$ cat src/rtl/home_pkg.sv
// home_pkg: controller states and display codes shared across the home controller
package home_pkg;
  typedef enum logic [2:0] {IDLE, FIRE, DOOR, WINDOW, HEAT, COOL} state_t;
  localparam logic [2:0] DISP_IDLE = 3'd0;
  localparam logic [2:0] DISP_DOOR = 3'd1;
  localparam logic [2:0] DISP_WIN  = 3'd2;
  localparam logic [2:0] DISP_FIRE = 3'd3;
  localparam logic [2:0] DISP_HEAT = 3'd4;
  localparam logic [2:0] DISP_COOL = 3'd5;
endpackage

$ cat src/rtl/sensor_debounce.sv
// sensor_debounce: registers a raw bit and accepts a change only after DEB_CYCLES stable cycles
module sensor_debounce #(
  parameter int DEB_CYCLES = 4
) (
  input  logic Clk,
  input  logic Rst,
  input  logic raw,
  output logic filt
);
  localparam int CW = $clog2(DEB_CYCLES + 1);
  logic raw_q, filt_q, filt_d;
  logic [CW-1:0] cnt_q, cnt_d;
  always_comb begin
    filt_d = (raw_q != filt_q && cnt_q == CW'(DEB_CYCLES - 1)) ? raw_q : filt_q;
    cnt_d = (raw_q == filt_q || filt_d != filt_q) ? '0 : cnt_q + 1'b1;
  end
  always_ff @(posedge Clk) begin
    if (Rst) begin
      raw_q <= 1'b0;
      filt_q <= 1'b0;
      cnt_q <= '0;
    end else begin
      raw_q <= raw;
      filt_q <= filt_d;
      cnt_q <= cnt_d;
    end
  end
  assign filt = filt_q;
endmodule

$ cat src/rtl/home_ctrl_multi.sv
// home_ctrl_multi: debounced multi-door/window/fire controller with fire latch and hysteretic climate control
module home_ctrl_multi
  import home_pkg::*;
#(
  parameter int N_DOORS    = 2,
  parameter int N_WIN      = 4,
  parameter int TEMP_W     = 7,
  parameter int T_LOW      = 50,
  parameter int T_HIGH     = 60,
  parameter int HYST       = 2,
  parameter int DEB_CYCLES = 4
) (
  input  logic               Clk,
  input  logic               Rst,
  input  logic [N_DOORS-1:0] SD,
  input  logic [N_WIN-1:0]   SW,
  input  logic               SFA,
  input  logic               Ack,
  input  logic [TEMP_W-1:0]  ST,
  output logic [N_DOORS-1:0] door_open,
  output logic               winbuzz,
  output logic               alarmbuzz,
  output logic               heater,
  output logic               cooler,
  output logic [2:0]         display,
  output logic [2:0]         chan
);
  localparam int NS = N_DOORS + N_WIN + 1;
  logic [NS-1:0] raw, filt;
  logic [N_DOORS-1:0] door_f, door_open_q, door_open_d;
  logic [N_WIN-1:0] win_f;
  logic sfa_f, heat, cool;
  logic [2:0] door_idx, win_idx, display_q, display_d, chan_q, chan_d;
  logic fire_q, fire_d, winbuzz_q, winbuzz_d, alarmbuzz_q, alarmbuzz_d;
  logic heater_q, heater_d, cooler_q, cooler_d;
  state_t state_q, state_d;
  assign raw = {SFA, SW, SD};
  for (genvar g = 0; g < NS; g++) begin : g_deb
    sensor_debounce #(.DEB_CYCLES(DEB_CYCLES)) u_deb (.Clk(Clk), .Rst(Rst), .raw(raw[g]), .filt(filt[g]));
  end
  assign door_f = filt[N_DOORS-1:0];
  assign win_f = filt[N_DOORS +: N_WIN];
  assign sfa_f = filt[NS-1];
  always_comb begin
    door_idx = '0;
    for (int i = N_DOORS - 1; i >= 0; i--) if (door_f[i]) door_idx = 3'(i);
    win_idx = '0;
    for (int i = N_WIN - 1; i >= 0; i--) if (win_f[i]) win_idx = 3'(i);
    fire_d = sfa_f | (fire_q & ~Ack);
    heat = int'(ST) < T_LOW || (state_q == HEAT && int'(ST) < T_LOW + HYST);
    cool = int'(ST) > T_HIGH || (state_q == COOL && int'(ST) > T_HIGH - HYST);
    state_d = fire_d ? FIRE : |door_f ? DOOR : |win_f ? WINDOW : heat ? HEAT : cool ? COOL : IDLE;
    door_open_d = (state_d == DOOR) ? N_DOORS'(1) << door_idx : '0;
    winbuzz_d = state_d == WINDOW;
    alarmbuzz_d = state_d == FIRE;
    heater_d = state_d == HEAT;
    cooler_d = state_d == COOL;
    display_d = state_d == FIRE ? DISP_FIRE : state_d == DOOR ? DISP_DOOR : state_d == WINDOW ? DISP_WIN :
                state_d == HEAT ? DISP_HEAT : state_d == COOL ? DISP_COOL : DISP_IDLE;
    chan_d = state_d == DOOR ? door_idx : state_d == WINDOW ? win_idx : '0;
  end
  always_ff @(posedge Clk) begin
    if (Rst) begin
      state_q <= IDLE;
      fire_q <= 1'b0;
      door_open_q <= '0;
      winbuzz_q <= 1'b0;
      alarmbuzz_q <= 1'b0;
      heater_q <= 1'b0;
      cooler_q <= 1'b0;
      display_q <= DISP_IDLE;
      chan_q <= '0;
    end else begin
      state_q <= state_d;
      fire_q <= fire_d;
      door_open_q <= door_open_d;
      winbuzz_q <= winbuzz_d;
      alarmbuzz_q <= alarmbuzz_d;
      heater_q <= heater_d;
      cooler_q <= cooler_d;
      display_q <= display_d;
      chan_q <= chan_d;
    end
  end
  assign door_open = door_open_q;
  assign winbuzz = winbuzz_q;
  assign alarmbuzz = alarmbuzz_q;
  assign heater = heater_q;
  assign cooler = cooler_q;
  assign display = display_q;
  assign chan = chan_q;
endmodule

$ cat config.mk
export PLATFORM = sky130hd
export DESIGN_NAME = home_ctrl_multi
export DESIGN_NICKNAME = d
export VERILOG_FILES = /design/src/rtl/home_pkg.sv /design/src/rtl/sensor_debounce.sv /design/src/rtl/home_ctrl_multi.sv
export SDC_FILE = /design/constraint.sdc
export NUM_CORES = 1
export LEC_CHECK = 0
export BUFFER_PORTS_ARGS = -buffer_cell sky130_fd_sc_hd__clkbuf_2
export CAP_MARGIN = 20
export CORE_MARGIN = 2
export CORE_UTILIZATION = 59
export DETAILED_ROUTE_END_ITERATION = 10
export GPL_TIMING_DRIVEN = 0
export PLACE_DENSITY = 0.82
export SYNTH_ARGS = -nofsm -noshare
export SYNTH_HDL_FRONTEND = slang
export SYNTH_HIERARCHICAL = 1
export SYNTH_SLANG_ARGS = --single-unit
$ cat constraint.sdc
create_clock -name Clk -period 2.8 [get_ports Clk]
set_clock_uncertainty 0.15 [all_clocks]
set_input_delay 0.42 -clock Clk [delete_from_list [all_inputs] [get_ports Clk]]
set_output_delay 0.42 -clock Clk [all_outputs]
set_load 0.005 [all_outputs]
==> impl_metrics.yaml <==
logic_synthesis:
  ys_ff_latch: 50
  synth_xor_area_share_pct: 3.23
  async_flop_share_pct: 0
  synthAdderAreaFrac_pct: 9.23
  synth_common_cells: "dfxtp_1 (50), nor4_1 (15), ha_1 (14), nor2_1 (14), inv_1 (10)"
  yosysSeqAreaShare_pct: 52.7
  synth.area.top_cells: "dfxtp_1 (53%), ha_1 (9.2%), nor4b_2 (5.5%)"
  synth.area.mux_share_pct: 3.69
  syn_inst: 161
  synth_top_family_by_area: "simple AND/OR/NAND/NOR gates"
  synth.distinct_cells: 31
  syn_area_sq_um: 1900
  synth_edf_count: 0
  syn_avg_cell_area_sq_um: 11.8
  synth_nets: 192
  synthFlopType: "dfxtp_1"
  yosysWarnings: 6
  synth-simple-area-share_pct: 20.6
  yosysMostFrequentCell: "dfxtp_1"
  synth_compound_area_share_pct: 7.91
  synth_top_area_share_pct: 52.7
  synth_top_cell_by_area: "dfxtp_1"
clocking:
  cts_buffers: 5
  cts_htree_levels: 2
  clkLatencyLatePin_ps: 340
  ctsHoldBuffers: 0
  cts_tree: "built"
  cts_root_buf: "clkbuf_4"
  postCtsSetupBuffers: 0
  clkTransAtPathRegs_ps: 120
  cts.path.max_buffers: 2
  clock-sinks: 50
  cts.repair.resized: 0
die:
  start_util_pct: 62.2
  die_x_um: 60.7
  fp.coreArea_sq_um: 3050
  fp.dieArea_sq_um: 3690
  num_rows: 20
  io_pins: 29
  die_height_um: 60.7
min_path:
  hold_path.class: "in2reg"
  min_path_cells: 2
sta:
  min_period_over_period_pct: 59.2
  fmax_mhz: 603
  slew_headroom_pct: 38.0
  fin_tns_setup_ps: 0
  hold_viol: 0
  worst_slack_ps: 1140
  worstMarginPinSlew_ps: 929
  fin_hold_ws_ps: 124
  post-route-min-period_ps: 1660
  rsz0062_at_grt: "no"
  finalSetupViolations: 0
  drv_slew: 0
cells_and_area:
  final-seq-area_sq_um: 1000
  nets: 226
  fin_util_pct: 69.9
  antenna_cells: 0
  n_fill_cell: 260
  stdcell_count: 239
  drive_gt1_share_pct: 24.1
  multi_input_area_sq_um: 852
  stdcell_area_sq_um: 2130
  area_delta_synth_final_pct: 12.4
global_route:
  grt.total_usage_pct: 18.9
  gr-total-overflow: 0
  grt_pass1_wl_um: 5080
  grt_pass1_vias: 1240
  antenna_found_initial: 0
  grt_max_degree: 43
drt:
  wirelength_um: 2930
  antenna_left: 0
  vias: 1252
  wl_per_cell_um: 12.3
  drc_errors: 0
  drt-initial-drc-count: 37
  vias_per_cell: 5.24
  firstDrtPassIters: 4
critical_path:
  crit_chain: "clkbuf_2, a211oi_4, nand2_1, nor4_1"
  end_kind: "flop"
  cp_max_fo: 42
  start_kind: "input port"
  critPathArrivalTime_ps: 1770
  required_ps: 2910
  cp_slowest_cell: "clkbuf_2"
  reg2reg_slack_ps: 1380
  r2r_cells: 3
  critPathKind: "in2reg"
  max_stage_delay_ps: 500
placed_design:
  pre_cts_ws_ps: 796
  dp_hpwl_um: 2240
  io_buffer_count: 27
  place_area_sq_um: 2090
  place_congestion: 0.740
  dp_cells: 232
power:
  pwr-share-seq_pct: 67.4
  clkPwrFrac_pct: 26.5
  power_leakage_nw: 0.860
  p_per_area_nw_per_um2: 512
  p_sw_share_pct: 21.8
  netSwitchingPower_uw: 238
  finalPower_mw: 1.09
  p_comb_share_pct: 6.1
  ir_drop_mv: 0.375
  internal-power_uw: 855
run_status:
  status: "completed"
flow_run:
  max_cap_violations: 0
critical path, delay by kind of cell:
family                 cells  cell delay (ps)
buffers and inverters      1              500
AOI/OAI and AO/OA          1              480
and+or+nand+nor            2              360
power by group through the flow:
| stage | logic [mW] | registers (mW) | clock network (mW) |
|---|---|---|---|
| after floorplan | 0.0353 | 0.751 | 0 |
| after global placement | 0.0634 | 0.751 | 0 |
| after detailed placement | 0.0672 | 0.753 | 0 |
| after CTS | 0.0676 | 0.737 | 0.299 |
| after global routing | 0.0755 | 0.739 | 0.334 |
| final | 0.0667 | 0.736 | 0.290 |
cells by family (layout without fill, tap and decap cells):
family,after synthesis,after routing
muxes,7,7
xor gates and xnor gates,7,7
buffers and inverters,11,45
adders and majority gates,14,14
other,1,1
AOI/OAI and AO/OA,17,17
DFF,50,50
and+or+nand+nor,54,54
layer usage:
layer	up-vias	track usage [%]	routed length (um)
met4	0	6.52	42
li1	646	-	-
met2	19	35.2	1630
met1	582	19.4	1160
met3	5	6.61	100
met5	-	0	0
flip-flops by register name (all words and copies together) (netlist names):
name	count
alarmbuzz	1
chan	2
cooler	1
display	3
door_open	2
fire_q	1
g_deb.u_deb/cnt_q	21
g_deb.u_deb/filt	7
g_deb.u_deb/raw_q	7
heater	1
state_q	3
winbuzz	1
cell type report:
class | count | area share, %
clock buffer | 7 | 2.11
inverter | 10 | 1.76
tap | 44 | 2.58
sequential | 50 | 46.9
buffer | 1 | 0.352
multi-input combinational | 100 | 39.9
timing repair buffer | 27 | 6.33
final timing paths:
path | from | end
worst max-delay path | Rst | chan[1]
worst min-delay path | SW[1] | g_deb[3].u_deb/raw_q
worst max register to register | g_deb[5].u_deb/filt | heater
worst min register to register | g_deb[4].u_deb/cnt_q[0] | g_deb[4].u_deb/cnt_q[0]
layout by cell type (no fill, tap or decap), types with 2 or more instances in the layout:
master,n
clkbuf_1,2
nor4b_2,7
and3b_1,2
clkbuf_4,5
nand2b_1,2
a21oi_1,6
dfxtp_1,50
inv_1,10
o21ai_1,2
mux2i_1,7
clkbuf_2,27
ha_1,14
nor2b_1,7
nor2_1,14
xnor2_1,7
nor4_1,15
No activity file was read; power rests on OpenSTA's default activity.
